===== config.mk =====
export PLATFORM = sky130hd
export DESIGN_NAME = tdm_demux
export DESIGN_NICKNAME = d
export VERILOG_FILES = /design/src/rtl/tdm_pkg.sv /design/src/rtl/tdm_slot_cnt.sv /design/src/rtl/tdm_demux.sv
export SDC_FILE = /design/constraint.sdc
export NUM_CORES = 1
export LEC_CHECK = 0
export ABC_CLOCK_PERIOD_IN_PS = 1600
export CORE_AREA = 2 2 39 41
export DETAILED_ROUTE_END_ITERATION = 16
export DIE_AREA = 0 0 41 43
export GPL_TIMING_DRIVEN = 0
export PLACE_DENSITY = 0.73
export SYNTH_ARGS = -nofsm -noshare
export SYNTH_HDL_FRONTEND = slang
export SYNTH_SLANG_ARGS = --single-unit

===== constraint.sdc =====
create_clock -name clk -period 1.6 [get_ports clk]
set_input_delay 0.16 -clock clk [delete_from_list [all_inputs] [get_ports clk]]
set_output_delay 0.16 -clock clk [all_outputs]
set_load 0.02 [all_outputs]

===== src/rtl/tdm_pkg.sv =====
// Shared types and constants for the TDM demultiplexer.
// Define TDM_DEMUX_PARITY_EN to append a parity slot to every frame.
package tdm_pkg;

    typedef enum logic [0:0] {
        StHunt,
        StSync
    } state_e;

    localparam int unsigned NUM_CH = 4;
    localparam int unsigned SLOT_W = 3;

`ifdef TDM_DEMUX_PARITY_EN
    localparam int unsigned LAST_SLOT = 4;
`else
    localparam int unsigned LAST_SLOT = 3;
`endif

    localparam logic [SLOT_W-1:0] LAST_IDX = SLOT_W'(LAST_SLOT);

endpackage


===== src/rtl/tdm_slot_cnt.sv =====
// Slot counter for the TDM demultiplexer: advances and wraps at the last slot,
// or loads slot 1 when a new frame is aligned on a frame_sync sample.
module tdm_slot_cnt
    import tdm_pkg::*;
(
    input  logic              clk_i,
    input  logic              rst_ni,
    input  logic              load_i,
    input  logic              adv_i,
    output logic [SLOT_W-1:0] slot_o
);

    logic [SLOT_W-1:0] slot_q, slot_d;

    always_comb begin
        slot_d = slot_q;
        if (load_i) begin
            slot_d = SLOT_W'(1);
        end else if (adv_i) begin
            slot_d = (slot_q == LAST_IDX) ? '0 : slot_q + SLOT_W'(1);
        end
    end

    always_ff @(posedge clk_i or negedge rst_ni) begin
        if (!rst_ni) begin
            slot_q <= '0;
        end else begin
            slot_q <= slot_d;
        end
    end

    assign slot_o = slot_q;

endmodule


===== src/rtl/tdm_demux.sv =====
// Four-channel TDM demultiplexer with frame-sync hunting and realignment.
// Define TDM_DEMUX_PARITY_EN for a fifth slot carrying the XOR of the four channels.
module tdm_demux
    import tdm_pkg::*;
#(
    parameter int unsigned W = 1
) (
    input  logic         clk,
    input  logic         rst_n,
    input  logic         en,
    input  logic         frame_sync,
    input  logic [W-1:0] data_in,
    output logic [W-1:0] d0,
    output logic [W-1:0] d1,
    output logic [W-1:0] d2,
    output logic [W-1:0] d3,
    output logic         frame_valid,
    output logic         sync_err,
    output logic         parity_err,
    output logic         locked
);

    state_e            state_q, state_d;
    logic [SLOT_W-1:0] slot;
    logic              slot_load, slot_adv;
    // The last slot is consumed straight from data_in, so it needs no shadow.
    logic [W-1:0]      shadow_q [LAST_SLOT];
    logic [W-1:0]      shadow_d [LAST_SLOT];
    logic [W-1:0]      d_q [NUM_CH];
    logic [W-1:0]      d_d [NUM_CH];
    logic              frame_valid_q, frame_valid_d;
    logic              sync_err_q, sync_err_d;

`ifdef TDM_DEMUX_PARITY_EN
    logic              parity_err_q, parity_err_d;
    logic [W-1:0]      exp_parity;
    assign exp_parity = shadow_q[0] ^ shadow_q[1] ^ shadow_q[2] ^ shadow_q[3];
`endif

    tdm_slot_cnt u_slot_cnt (
        .clk_i  (clk),
        .rst_ni (rst_n),
        .load_i (slot_load),
        .adv_i  (slot_adv),
        .slot_o (slot)
    );

    always_comb begin
        state_d       = state_q;
        shadow_d      = shadow_q;
        d_d           = d_q;
        frame_valid_d = 1'b0;
        sync_err_d    = 1'b0;
`ifdef TDM_DEMUX_PARITY_EN
        parity_err_d  = 1'b0;
`endif
        slot_load     = 1'b0;
        slot_adv      = 1'b0;
        if (en) begin
            unique case (state_q)
                StHunt: begin
                    if (frame_sync) begin
                        shadow_d[0] = data_in;
                        slot_load   = 1'b1;
                        state_d     = StSync;
                    end
                end
                StSync: begin
                    if (frame_sync && (slot != '0)) begin
                        // Realign: the new sample becomes slot 0 of a fresh frame.
                        sync_err_d  = 1'b1;
                        shadow_d[0] = data_in;
                        slot_load   = 1'b1;
                    end else begin
                        slot_adv = 1'b1;
                        for (int unsigned i = 0; i < LAST_SLOT; i++) begin
                            if (slot == SLOT_W'(i)) begin
                                shadow_d[i] = data_in;
                            end
                        end
                        if (slot == LAST_IDX) begin
`ifdef TDM_DEMUX_PARITY_EN
                            if (data_in == exp_parity) begin
                                for (int unsigned i = 0; i < NUM_CH; i++) begin
                                    d_d[i] = shadow_q[i];
                                end
                                frame_valid_d = 1'b1;
                            end else begin
                                parity_err_d = 1'b1;
                            end
`else
                            d_d[0]        = shadow_q[0];
                            d_d[1]        = shadow_q[1];
                            d_d[2]        = shadow_q[2];
                            d_d[3]        = data_in;
                            frame_valid_d = 1'b1;
`endif
                        end
                    end
                end
                default: state_d = StHunt;
            endcase
        end
    end

    always_ff @(posedge clk or negedge rst_n) begin
        if (!rst_n) begin
            state_q       <= StHunt;
            shadow_q      <= '{default: '0};
            d_q           <= '{default: '0};
            frame_valid_q <= 1'b0;
            sync_err_q    <= 1'b0;
        end else begin
            state_q       <= state_d;
            shadow_q      <= shadow_d;
            d_q           <= d_d;
            frame_valid_q <= frame_valid_d;
            sync_err_q    <= sync_err_d;
        end
    end

`ifdef TDM_DEMUX_PARITY_EN
    always_ff @(posedge clk or negedge rst_n) begin
        if (!rst_n) begin
            parity_err_q <= 1'b0;
        end else begin
            parity_err_q <= parity_err_d;
        end
    end
    assign parity_err = parity_err_q;
`else
    assign parity_err = 1'b0;
`endif

    assign d0          = d_q[0];
    assign d1          = d_q[1];
    assign d2          = d_q[2];
    assign d3          = d_q[3];
    assign frame_valid = frame_valid_q;
    assign sync_err    = sync_err_q;
    assign locked      = (state_q == StSync);

endmodule


==> results of run 1 <==
==> cells by family (layout without fill, tap and decap cells) <==
logic type,after synthesis,after routing,synth area share [%]
DFF,13,13,53.7
adders and majority gates,4,4,8.26
muxes,7,7,13.0
AOI/OAI and AO/OA,8,8,8.47
buffers and inverters,4,23,3.10
and+or+nand+nor,10,10,12.8
other,1,1,0.619
==> power breakdown <==
group | total, µW | internal (µW) | switching [µW]
clock network | 199 | 96.5 | 102
logic | 549 | 309 | 240
registers | 506 | 438 | 67.9
total | 1250 | 844 | 411
==> final timing paths <==
check | startpoint | end | slack, ns | cells past startpoint
max in group asynchronous | rst_n | shadow_q[0] | 0.96 | 1
max | u_slot_cnt.slot_o[1] | d1 | -0.004 | 5
min in group clk | shadow_q[0] | shadow_q[0] | 0.51 | 1
min | rst_n | d0 | 0.26 | 1
max reg2reg | u_slot_cnt.slot_o[1] | d1 | -0.004 | 5
min reg2reg | shadow_q[0] | shadow_q[0] | 0.51 | 1
==> cell usage after synthesis <==
library cell and number:
a21o_1 1, nor2b_2 1, nor4b_1 2, nand2_1 2, a21oi_1 1, buf_4 1, nand2_2 1, mux2_2 7
a21boi_0 1, conb_1 1, nor4_4 1, nand2b_1 2, o21ai_0 3, ha_1 4, a22o_1 1, a22oi_1 1
nor2_1 1, inv_1 3, dfrtp_1 13
==> per-stage QoR <==
step | util, % | hold slack (ns)
after global placement | 53.2 | 0.486
final | 59.3 | 0.256
after floorplan | - | -0.136
after detailed placement | 53.2 | 0.492
after global routing | 59.3 | 0.299
after CTS | 55.5 | 0.273
==> placed cells by master, fill, tap and decap left out <==
cell             Yosys  routed
mux2_4               0       3
o21ai_0              3       3
inv_2                0       3
conb_1               1       1
nor2_1               1       1
nor4b_2              0       2
ha_1                 4       2
ha_2                 0       2
nand2b_1             2       2
a21boi_0             1       1
clkdlybuf4s50_1      0      11
nand2_1              2       2
dfrtp_1             13      13
a22o_1               1       1
buf_4                1       5
a22oi_1              1       1
nor4_4               1       1
a21o_1               1       1
clkbuf_1             0       1
nor2b_2              1       1
clkbuf_4             0       3
nand2_2              1       1
a21oi_1              1       1
mux2_2               7       4
==> registers in the layout (all words and copies together) (netlist names) <==
name	cells
locked	1
d0	1
shadow_q	3
sync_err	1
frame_valid	1
u_slot_cnt.slot_o	3
d1	1
d3	1
d2	1
==> metal layers <==
layer | up-vias | GRT usage (%) | wire length [µm] | share of wire (%)
met5 | - | 0 | 0 | 0
met4 | 0 | 8.00 | 26 | 2.4
met3 | 4 | 4.71 | 41 | 3.8
met2 | 10 | 17.8 | 533 | 49
met1 | 208 | 19.7 | 483 | 45
li1 | 199 | - | - | -
==> critical path: stages, from the launching register on <==
cell,delay (ns)
dfrtp_1,0.43
ha_2,0.22
inv_2,0.05
nor4_4,0.30
buf_4,0.20
mux2_4,0.30
==> final cells by class <==
type,count,area share [%]
Buffer,1,0.915
Tap cell,16,2.44
Inverter,3,1.37
Clock buffer,4,3.20
Sequential cell,13,39.6
Multi-Input combinational cell,30,35.4
Timing Repair Buffer,15,17.1
==> what timing repair did <==
item,in CTS,in global routing
gates resized for setup,1,9
setup endpoints to repair,1,7
hold endpoints to repair,0,0
pin swaps,0,1
setup buffers,0,4
gates cloned,0,0
==> results_dict.tcl, run 1 <==
set metrics [dict create \
    outcome "finished with violations" \
    violations "setup timing" \
    initial_utilization_pct 43.8 \
    drt-pass1-iter-count 5 \
    core_mm2 0.00138 \
    ir_drop_mv 0.759 \
    cts_buffers 3 \
    grt_pass1_vias 367 \
    cts_tree "built" \
    critPathArrivalTime_ns 1.77 \
    tightest_slew_ns 0.581 \
    finClkSkew_ns 0.00350 \
    pre_cts_ws_ns -0.123 \
    path_class "reg2reg" \
    grt_pass1_wl_mm 1.61 \
    final_nets 76 \
    powerDensity_mw_per_mm2 1530 \
    synth.avg_cell_area_um2 12.9 \
    grt_usage_pct 13.9 \
    routedWlPerCell_um 13.2 \
    fp.dieH_um 43 \
    setup_violations 1 \
    cts_root_buf "clkbuf_4" \
    p_leak_uw 0.000363 \
    cts-htree-levels 1 \
    fin_area_um2 821 \
    netlist_instances 47 \
    placedCellCount 74 \
    clock_sinks 13 \
    hp-class "in2async" \
    rsz0062_at_grt "yes" \
    via_per_inst 5.13 \
    clockBufferDepth 2 \
    synth_seq_cells 13 \
    synth_nets 56 \
    finalMaxSlewViolations 0 \
    dieArea_mm2 0.00176 \
    fin_crit_ns 1.60 \
    fin_crit_sh_pct 100 \
    via_count 421 \
    placed_cell_area_um2 736 \
    postRouteAntennaNets 0 \
    yosys.cell_types.count 19 \
    fmax_mhz 623 \
    drive_gt1_share_pct 37.9 \
    grt.overflow.total 0 \
    clk_pin_slew_ns 0.08 \
    max-cap-violations 0 \
    synth_top_area_share_pct 53.7 \
    cp_max_fo 4 \
    fp-row-count 14 \
    crit_path_start_kind "flip-flop" \
    area_growth_pct 35.5 \
    hold_violations 0 \
    place_congestion 0.818 \
    synth_top_area_cell "dfrtp_1" \
    yosys_warnings 0 \
    tns_ns -0.00443 \
    fillerInstances 125 \
    wl_mm 1.09 \
    endpoint_kind "flip-flop" \
    regArea_um2 325 \
    ctsHoldBuffers 0 \
    worstPathRequired_ns 1.76 \
    stdcell_count 82 \
    slew_headroom_pct 61.1 \
    syn_area_um2 606 \
    die_w_um 41 \
    yosysSeqAreaShare_pct 53.7 \
    antenna_found_initial 0 \
    io_pins 13 \
    drc 0 \
    port_buffers 11 \
    synthTopCellsByArea "dfrtp_1 54%, mux2_2 13%, ha_1 8.3%, nor4_4 3.5%, nor4b_1 2.9%" \
    worst_slack_ns -0.00443 \
    multi_input_area_um2 290 \
    clock_latency_ns 0.27 \
    drt_iter0_markers 2 \
    grt_max_degree 14 \
    total_power_uw 1250 \
    n_antenna_cell 0 \
]
Note: power is estimated with default switching activity, not from simulation.
==> inputs of run 2 (changes only) <==
--- a/config.mk
+++ b/config.mk
@@ -10,7 +10,7 @@
 export DETAILED_ROUTE_END_ITERATION = 16
 export DIE_AREA = 0 0 41 43
 export GPL_TIMING_DRIVEN = 0
-export PLACE_DENSITY = 0.73
+export PLACE_DENSITY = 0.7
 export SYNTH_ARGS = -nofsm -noshare
 export SYNTH_HDL_FRONTEND = slang
 export SYNTH_SLANG_ARGS = --single-unit
==> run 2 against run 1 <==
The flow now finishes without violations. First-iteration DRC count decreased by 100%. Setup slack better by 0.095 ns. Cell count grew 1.2%. Largest cell class unchanged. Largest power group unchanged.
==> results_dict.tcl, run 2 (synthesis results as in run 1) <==
set metrics [dict create \
    cts_tree "built" \
    n_antenna_cell 0 \
    wl_met3_um 34 \
    via_per_inst 5.10 \
    path_class "reg2reg" \
    reg2reg_from "u_slot_cnt.slot_o[0]" \
    finalMaxSlewViolations 0 \
    placedCellCount 74 \
    port_buffers 11 \
    ir_drop_mv 0.673 \
    fin_crit_sh_pct 94.3 \
    grt.overflow.total 0 \
    area_growth_pct 41.7 \
    die_w_um 41 \
    via_count 423 \
    critPathArrivalTime_ns 1.68 \
    powerDensity_mw_per_mm2 1540 \
    p_leak_uw 0.000374 \
    critPathMaxStageDelay_ns 0.35 \
    initial_utilization_pct 43.8 \
    place_congestion 0.748 \
    layout_common_cells "13 x dfrtp_1, 11 x clkdlybuf4s50_1, 5 x buf_4" \
    fin_crit_ns 1.51 \
    drive_gt1_share_pct 37.3 \
    clockBufferDepth 2 \
    fmax_mhz 663 \
    fp.dieH_um 43 \
    crit_path_start_kind "flip-flop" \
    rsz0062_at_grt "no" \
    fillerInstances 119 \
    cp_slowest_cell "dfrtp_1" \
    grt_usage_pct 14.8 \
    clock_latency_ns 0.28 \
    grt_pass1_vias 408 \
    hp-class "in2async" \
    timing.rr.end "d2" \
    finClkSkew_ns 0.00215 \
    dieArea_mm2 0.00176 \
    core_mm2 0.00138 \
    final_common_cell "dfrtp_1" \
    met1_length_um 501 \
    io_pins 13 \
    drt-pass1-iter-count 1 \
    grt_pass1_wl_mm 1.75 \
    max-cap-violations 0 \
    path_cells "buf_4, ha_4, inv_2, nor4_4, buf_6, mux2_4" \
    rrSetupSlack_ns 0.09 \
    endpoint_kind "flip-flop" \
    wl_mm 1.08 \
    stdcell_count 83 \
    grt_max_degree 14 \
    fp-row-count 14 \
    clk_pin_slew_ns 0.08 \
    final_nets 77 \
    slew_headroom_pct 61.3 \
    cts_buffers 3 \
    setup_violations 0 \
    cts_root_buf "clkbuf_4" \
    drt_iter0_markers 0 \
    clock_sinks 13 \
    ctsHoldBuffers 0 \
    dp_hpwl_um 709 \
    outcome "finished clean" \
    drc 0 \
    cts-htree-levels 1 \
    routedWlPerCell_um 13.1 \
    dr.max_layer_used "met4" \
    tightest_slew_ns 0.578 \
    worstPathRequired_ns 1.77 \
    cp_max_fo 5 \
    postRouteAntennaNets 0 \
    antenna_found_initial 0 \
    hold_violations 0 \
    fin_util_pct 62.0 \
    ff2ff_path_depth 6 \
    wl_met2_um 520 \
]
run 2: power breakdown:
part / total (µW) / internal, µW / switching, µW
registers: 491 / 438 / 52.8
clock network: 206 / 96.7 / 109
logic: 622 / 347 / 275
total: 1320 / 882 / 437
run 2: routing by layer:
layer  vias up  global-route usage [%]
met4         0                    10.0
met5         -                       0
met2        10                    20.9
li1        203                       -
met1       206                    19.2
met3         4                    3.14
run 2: how the worst max path moves through the flow:
stage	start	end	slack, ns	depth (start not counted)
after CTS	u_slot_cnt.slot_o[0]	d0	0.008	6
final	u_slot_cnt.slot_o[0]	d2	0.09	6
after floorplan	u_slot_cnt.slot_o[0]	shadow_q[0]	0.12	5
after global routing	u_slot_cnt.slot_o[0]	d2	0.007	7
after detailed placement	en	d0	-0.11	4
after global placement	en	d2	-0.10	4
run 2: stage by stage:
| step | setup slack, ns | hold slack [ns] | area, µm² | power [µW] | setup TNS, ns |
|---|---|---|---|---|---|
| floorplan | 0.115 | -0.136 | 606 | 785 | 0 |
| global placement | -0.104 | 0.484 | 736 | 949 | -0.563 |
| detailed placement | -0.112 | 0.493 | 736 | 962 | -0.563 |
| CTS | 0.00768 | 0.269 | 785 | 1200 | 0 |
| global route | 0.00660 | 0.297 | 858 | 1410 | 0 |
| finish | 0.0909 | 0.248 | 858 | 1320 | 0 |
run 2: cell type report:
| type | count | area, µm² | area share, % |
|---|---|---|---|
| flip-flops and latches | 13 | 325 | 37.9 |
| multi-input cells | 30 | 314 | 36.6 |
| repair buffers | 16 | 151 | 17.6 |
| clock buffers | 4 | 26.3 | 3.06 |
| well taps | 16 | 20.0 | 2.33 |
| inverters | 3 | 13.8 | 1.60 |
| plain buffers | 1 | 7.51 | 0.875 |
run 2: what timing repair did:
item,CTS,global route
resized for setup,1,13
endpoints found under the setup margin,5,5
pin swaps,1,2
buffers inserted,3,4
run 2: critical path, delay by kind of cell (launching register included):
family,cells,cell delay [ns]
flops,1,0.35
buf+inv,3,0.35
mux,1,0.30
simple gates,1,0.27
fa+ha+maj,1,0.14
